File: config.mk
export PLATFORM = sky130hd
export DESIGN_NAME = trig_pwm_gen4
export DESIGN_NICKNAME = d
export VERILOG_FILES = /design/src/rtl/trig_pwm_gen4.sv
export SDC_FILE = /design/constraint.sdc
export NUM_CORES = 1
export LEC_CHECK = 0
export CAP_MARGIN = 30
export CORE_MARGIN = 8
export CORE_UTILIZATION = 30
export DETAILED_ROUTE_END_ITERATION = 16
export SETUP_SLACK_MARGIN = 0.1
export SLEW_MARGIN = 25
export SYNTH_ARGS = -nofsm -noshare
export SYNTH_HDL_FRONTEND = slang
export SYNTH_HIERARCHICAL = 1
export SYNTH_SLANG_ARGS = --single-unit
export TNS_END_PERCENT = 5
File: constraint.sdc
create_clock -name clk -period 2.3 [get_ports clk]
set_input_delay 0.46 -clock clk [delete_from_list [all_inputs] [get_ports clk]]
set_output_delay 0.46 -clock clk [all_outputs]
set_load 0.05 [all_outputs]
File: src/rtl/trig_pwm_gen4.sv
// Four-channel PWM trigger generator. Duty values are staged on each update-toggle
// edge and applied at a frame boundary, or on the next clock while disabled.
module trig_pwm_lane (
    input  logic       clk,
    input  logic       rst,
    input  logic       en,
    input  logic       cap,
    input  logic       load,
    input  logic [7:0] val,
    input  logic [7:0] phase,
    output logic       pwm
);
    logic [7:0] stage_q;
    logic [7:0] active_q;

    always_ff @(posedge clk or posedge rst) begin
        if (rst) begin
            stage_q  <= 8'd0;
            active_q <= 8'd0;
            pwm      <= 1'b0;
        end else begin
            if (cap)
                stage_q <= val;
            // On a coincident capture, active takes the pre-capture staging value
            if (load)
                active_q <= stage_q;
            pwm <= en && (phase < active_q);
        end
    end
endmodule

module trig_pwm_gen4 #(
    parameter int PRESC_DIV = 1250
) (
    input  logic       clk,
    input  logic       rst,
    input  logic       en,
    input  logic       upd_toggle,
    input  logic [7:0] ch0_val,
    input  logic [7:0] ch1_val,
    input  logic [7:0] ch2_val,
    input  logic [7:0] ch3_val,
    output logic [3:0] pwm_out,
    output logic       frame_start,
    output logic       upd_ack,
    output logic       pending
);
    localparam int         NUM_CH     = 4;
    localparam logic [19:0] PRESC_LAST = 20'(PRESC_DIV - 1);

    logic [19:0]             presc;
    logic [7:0]              phase;
    logic                    tog_d;
    logic [NUM_CH-1:0][7:0]  ch_val;
    logic                    upd_edge;
    logic                    tick;
    logic                    wrap;
    logic                    load;

    assign ch_val   = {ch3_val, ch2_val, ch1_val, ch0_val};
    assign upd_edge = upd_toggle ^ tog_d;
    assign tick     = en && (presc == PRESC_LAST);
    assign wrap     = tick && (phase == 8'hFF);
    // While disabled there is no frame to protect, so staged values apply at once
    assign load     = pending && (en ? wrap : 1'b1);

    always_ff @(posedge clk or posedge rst) begin
        if (rst) begin
            presc       <= 20'd0;
            phase       <= 8'd0;
            tog_d       <= 1'b0;
            pending     <= 1'b0;
            frame_start <= 1'b0;
            upd_ack     <= 1'b0;
        end else begin
            tog_d       <= upd_toggle;
            frame_start <= wrap;
            upd_ack     <= load;
            if (upd_edge)
                pending <= 1'b1;
            else if (load)
                pending <= 1'b0;
            if (!en) begin
                presc <= 20'd0;
                phase <= 8'd0;
            end else if (tick) begin
                presc <= 20'd0;
                phase <= phase + 8'd1;
            end else begin
                presc <= presc + 20'd1;
            end
        end
    end

    for (genvar g = 0; g < NUM_CH; g++) begin : g_lane
        trig_pwm_lane u_lane (
            .clk   (clk),
            .rst   (rst),
            .en    (en),
            .cap   (upd_edge),
            .load  (load),
            .val   (ch_val[g]),
            .phase (phase),
            .pwm   (pwm_out[g])
        );
    end
endmodule

Word level (Yosys, flattened, before mapping)
Index checks and enable logic that the tools add are counted.
{"block": "op_classes", "add_sub_neg": 2, "order_cmp": 4, "eq_ne": 3, "mux": 7, "bitwise": 1, "n_reduce_logical": 8}
{"cell": "20-bit two-way mux", "n": 2}
{"cell": "8-bit less-than comparator", "n": 4}
{"cell": "20-bit by 1-bit adder with 20-bit output, second input constant", "n": 1}
{"cell": "20-bit by 11-bit == test with 1-bit output, second input constant", "n": 1}
{"cell": "8-bit two-way mux", "n": 2}
{"cell": "8-bit by 1-bit adder with 8-bit output, second input constant", "n": 1}
{"cell": "8-bit == test, second input constant", "n": 1}
{"cell": "1-bit logical AND", "n": 7}
{"cell": "1-bit two-way mux", "n": 3}
{"cell": "2-bit by 1-bit inequality test with 1-bit output, second input constant", "n": 1}
{"cell": "2-bit nonzero test", "n": 1}
{"cell": "1-bit bitwise XOR", "n": 1}
{"block": "word_totals", "reg_bits": 100, "out_inout_bits": 7, "wordCells": 43}

Depth between registers and ports, before layout
Gate-level depths: netlist of the first run.
{"block": "logic_depth", "depth_word": 7, "depth_mapped": 9, "mapped_depth_nobuf": 8}

Hierarchy
The synthesis of the first run kept the hierarchy.
{"mod": "trig_pwm_lane", "n_inst": 4, "cells_each": 69, "area_per_inst_um2": 794.5, "seq_area_each_um2": 425.4}
{"mod": "trig_pwm_gen4", "n_inst": 1, "cells_each": 176, "area_per_inst_um2": 1734.2, "seq_area_each_um2": 800.8}

Worst setup path before layout of the first run
Ideal clock, no wire load.
{"block": "synth_path", "path_kind": "register to register", "startpoint": "reg presc[1]", "endpoint": "reg g_lane[0].u_lane.active_q[0]", "setup_ns": 0.125, "arrival_ns": 2.123, "required_ns": 2.175, "setup_slack_ns": 0.053, "path_stages_with_launch": 8, "path_buffers": 0, "synth_period_minus_slack_ns": 2.247, "path_cell_list": "dfrtp_1 inv_1 ha_1 nor4b_4 nand3_4 o31ai_1 and2_1 mux2_2"}
{"block": "synth_between", "elab_chain_len": 5}
{"element": "from (decl)", "line_no": "51", "source": "logic [19:0] presc;"}
{"element": "from (signal assigned)", "line_no": "90", "source": "presc <= presc + 20'd1;"}
{"element": "20-bit by 11-bit == test with 1-bit output", "line_no": "62", "source": "assign tick = en && (presc == PRESC_LAST);"}
{"element": "1-bit logical AND", "line_no": "62"}
{"element": "1-bit logical AND", "line_no": "63", "source": "assign wrap = tick && (phase == 8'hFF);"}
{"element": "1-bit two-way mux", "line_no": "65", "source": "assign load = pending && (en ? wrap : 1'b1);"}
{"element": "1-bit logical AND", "line_no": "65"}
{"element": "via load", "line_no": "58", "source": "logic load;"}
{"element": "to (signal assigned)", "line_no": "26", "source": "active_q <= stage_q;"}
{"element": "to (decl)", "line_no": "14", "source": "logic [7:0] active_q;"}
The timed path passes the listed nets, and every way through them passes these cells.
A chain may end at the register's enable or synchronous reset.

Final worst setup path of the first run
{"block": "layout_path", "startpoint": "reg pending", "endpoint": "out pending"}
{"element": "from (decl)", "line_no": "46", "source": "output logic pending"}
{"element": "from (signal assigned)", "line_no": "72", "source": "pending <= 1'b0;"}
{"element": "from (signal assigned)", "line_no": "80", "source": "pending <= 1'b1;"}
{"element": "from (signal assigned)", "line_no": "82", "source": "pending <= 1'b0;"}
No word-level cell between the ends.

==> impl_metrics.tcl, run 1 <==
set metrics [dict create \
    run_status "finished, final reports clean" \
    synth_mux_area_frac 0.0927 \
    chipHeight_um 144 \
    route.detailed.wl_per_inst_um 14.4 \
    design.portCount 43 \
    std_cell_rows 46 \
    layout-drive-gt1-share 0.170 \
    max_cap_violations 0 \
    synth_simple_gate_area_frac 0.160 \
    synth_xor_xnor_area_share 0.0267 \
    critPathRequiredTime_ns 1.84 \
    critPathBufInv 1 \
    critical_path.startpoint_type "register" \
    synthTopCellsByArea "dfrtp_1, mux2_2, ha_1, o21ai_0, nand2_1" \
    cts_buffer_depth 2 \
    setup_skew_ns 0.00772 \
    die-area_mm2 0.0207 \
    dpl_cell_area_mm2 0.00567 \
    synth-edff-count 0 \
    worstPathCellList "clkdlybuf4s50_1" \
    worst_ir_drop_vdd_mv 0.356 \
    synth_ff_type "dfrtp_1" \
    layout.cells.non_filler 734 \
    worstHoldPathCells 2 \
    synth_largest_area_cell "dfrtp_1" \
    setup.worst_path.class "register to output pin" \
    critical-path-top-delay-family "buffers and inverters" \
    timing.final.crit_share 0.911 \
    grt_pass1_vias 3681 \
    power.density_cell_area_mw_per_mm2 716 \
    tritoncts "yes" \
    p_leak_uw 0.00259 \
    finalSetupTns_ns 0 \
    max-slew-margin-rel 0.554 \
    clock_tree_root_driver_cell "clkbuf_16" \
    cts_buffers 9 \
    synth_top_family_by_area "simple AND/OR/NAND/NOR gates" \
    synth.net_count 519 \
    async_reset_ff_frac 1.00 \
    worst_path_max_delay_cell "clkdlybuf4s50_1" \
    hold_class "register to register" \
    viasPerCell 4.67 \
    period_minus_slack_ns 2.10 \
    postRouteWirelength_um 10600 \
    place.detailed.hpwl_um 7610 \
    layout.nets 580 \
    antenna_found_initial 0 \
    cpPeakStageDelay_ns 0.84 \
    worst_skew_pair.late_latency_ns 0.35 \
    synthDistinctLibCells 39 \
    final_hold_viol_count 0 \
    start_util 0.308 \
    gpl.final_weighted_congestion 0.792 \
    die_x_um 144 \
    worst_setup_path_end_kind "output pin" \
    vias 3427 \
    worst_reg2reg_path_length_in_cells 8 \
    worst-path-max-fanout 4 \
    fraction_of_the_mapped_netlist_area_in_adder_cells 0.0790 \
    numPlacedInstances 715 \
    total_of_buffers_placed_on_input_and_output_ports 42 \
    worst_path_depth 1 \
    grt_use_total 0.111 \
    cts-htree-levels 3 \
    coreArea_mm2 0.0159 \
    critPathArrivalTime_ns 1.64 \
    tritoncts_num_sinks 100 \
    synthesis_to_layout_area_growth_pct 22.2 \
    yosysSeqAreaShare 0.509 \
    global_route.overflow_total 0 \
    syn-cell-area_mm2 0.00491 \
    postRouteAntennaNets 0 \
    syn_inst 452 \
    fmax_mhz 477 \
    ys.warnings.count 6 \
    synth-seq-cells 100 \
    postSynthAreaPerCell_um2 10.9 \
    clkTransAtPathRegs_ns 0.07 \
    count_of_tritonroute_iterations_in_the_first_routing_pass 4 \
    r2r_setup_slack_ns 0.23 \
    n_antenna_cell 0 \
    timing_worst_slew_pin_value_ns 0.663 \
    unrepaired_setup_endpoints_after_global_routing "no" \
    grt_first_pass_wirelength_um 18100 \
    maximum_number_of_pins_on_one_net_before_global_route_repair 34 \
    final_design_area_no_fill_mm2 0.00600 \
    synth_compound_gate_area_share 0.0797 \
    setup_viol 0 \
    number_of_drc_markers_in_iteration_0 192 \
    finalMaxSlewViolations 0 \
    synth_largest_type_area_fraction 0.509 \
    remaining_drc_errors 0 \
]
-- cell usage after synthesis (4+ instances only) --
| cell type | number |
|---|---|
| a211oi_1 | 4 |
| a211oi_2 | 4 |
| a21oi_1 | 9 |
| and3_1 | 4 |
| buf_4 | 4 |
| buf_6 | 5 |
| dfrtp_1 | 100 |
| ha_1 | 31 |
| inv_1 | 40 |
| mux2_2 | 36 |
| mux2i_1 | 5 |
| nand2_1 | 44 |
| nand3_1 | 10 |
| nand4_1 | 12 |
| nor2_1 | 29 |
| nor2b_1 | 8 |
| nor3_1 | 10 |
| nor4_1 | 8 |
| o21ai_0 | 40 |
| o21ai_1 | 4 |
| o31ai_1 | 4 |
| xnor2_1 | 10 |
| xor2_1 | 5 |
-- final cells by class --
| cell class | count | area, um^2 |
|---|---|---|
| Fill cell | 1549 | 9940 |
| Timing Repair Buffer | 62 | 583 |
| Multi-Input combinational cell | 300 | 2200 |
| Clock buffer | 9 | 225 |
| Inverter | 40 | 150 |
| Sequential cell | 100 | 2500 |
| Tap cell | 216 | 270 |
| Clock inverter | 7 | 76.3 |
-- repair_timing --
| item | in CTS | in global routing |
|---|---|---|
| endpoints found under the setup margin | 30 | 17 |
| hold buffers | 0 | 0 |
| buffers inserted | 1 | 1 |
| cloned | 1 | 0 |
| gates resized for setup | 3 | 0 |
| pin swaps | 1 | 2 |
-- worst min-delay path: stages, from the launching register on --
cell	delay, ns
dfrtp_1	0.34
nand2_1	0.04
o21ai_0	0.06
-- cell families after synthesis --
| family | count (synthesis) |
|---|---|
| AND/OR/NAND/NOR | 145 |
| flip-flops | 100 |
| AO/OA/AOI/OAI | 67 |
| buffers and inverters | 53 |
| multiplexers | 41 |
| adder cells (fa/ha/maj) | 31 |
| XOR/XNOR | 15 |
-- path summary, 6_finish.rpt --
path                                           endpoint                   startpoint
setup / recovery                                pending                      pending
hold / removal             g_lane[3].u_lane/active_q[6]  g_lane[3].u_lane/stage_q[6]
setup reg to reg           g_lane[0].u_lane/active_q[4]                     phase[0]
hold reg to reg            g_lane[3].u_lane/active_q[6]  g_lane[3].u_lane/stage_q[6]
max in group asynchronous   g_lane[3].u_lane/stage_q[5]                          rst
min in group asynchronous  g_lane[1].u_lane/active_q[2]                          rst
-- per-layer routing --
layer / track usage / share of wire / up-vias
met1: 0.131 / 0.44 / 1688
met3: 0.0282 / 0.029 / 13
met4: 0.0481 / 0.018 / 0
met5: 0 / 0 / -
met2: 0.188 / 0.51 / 34
li1: - / - / 1692
-- state kept, by name, indices dropped and copies added, names as in the netlist --
signal and flops:
g_lane.u_lane/active_q 32, tog_d 1, frame_start 1, upd_ack 1, g_lane.u_lane/pwm 4, presc 20
pending 1, phase 8, g_lane.u_lane/stage_q 32
-- layout by cell type (no fill, tap or decap), types with 10 or more instances in the layout --
cell type	synthesis	final
nand3_1	10	10
ha_1	31	31
nor3_1	10	10
inv_1	40	40
buf_4	4	19
o21ai_0	40	40
nor2_1	29	29
dfrtp_1	100	100
mux2_2	36	36
nand2_1	44	44
xnor2_1	10	10
clkdlybuf4s50_1	0	42
nand4_1	12	12
-- where the power goes --
part	leakage (uW)	switching, uW	total, uW	internal (uW)
sequential	0.00125	102	2090	1980
combinational	0.00119	362	686	324
clock	0.000142	681	1530	848
-- through the flow --
step,hold WS (ns),util,setup slack (ns),total power [uW]
after floorplan,0.386,-,0.213,2570
after global placement,0.467,0.355,0.179,2760
after detailed placement,0.470,0.355,0.0115,2800
after CTS,0.486,0.376,0.168,4370
after global routing,0.528,0.377,0.120,4550
final,0.479,0.377,0.205,4300
Power figures use the tool's default switching activity.
==> run 2, diff against run 1 <==
--- a/config.mk
+++ b/config.mk
@@ -8,6 +8,7 @@
 export CAP_MARGIN = 30
 export CORE_MARGIN = 8
 export CORE_UTILIZATION = 30
+export CTS_CLUSTER_SIZE = 8
 export DETAILED_ROUTE_END_ITERATION = 16
 export SETUP_SLACK_MARGIN = 0.1
 export SLEW_MARGIN = 25
==> results of run 2 <==
Same layout as run 1: the final DEF is identical, and so are final timing and power.
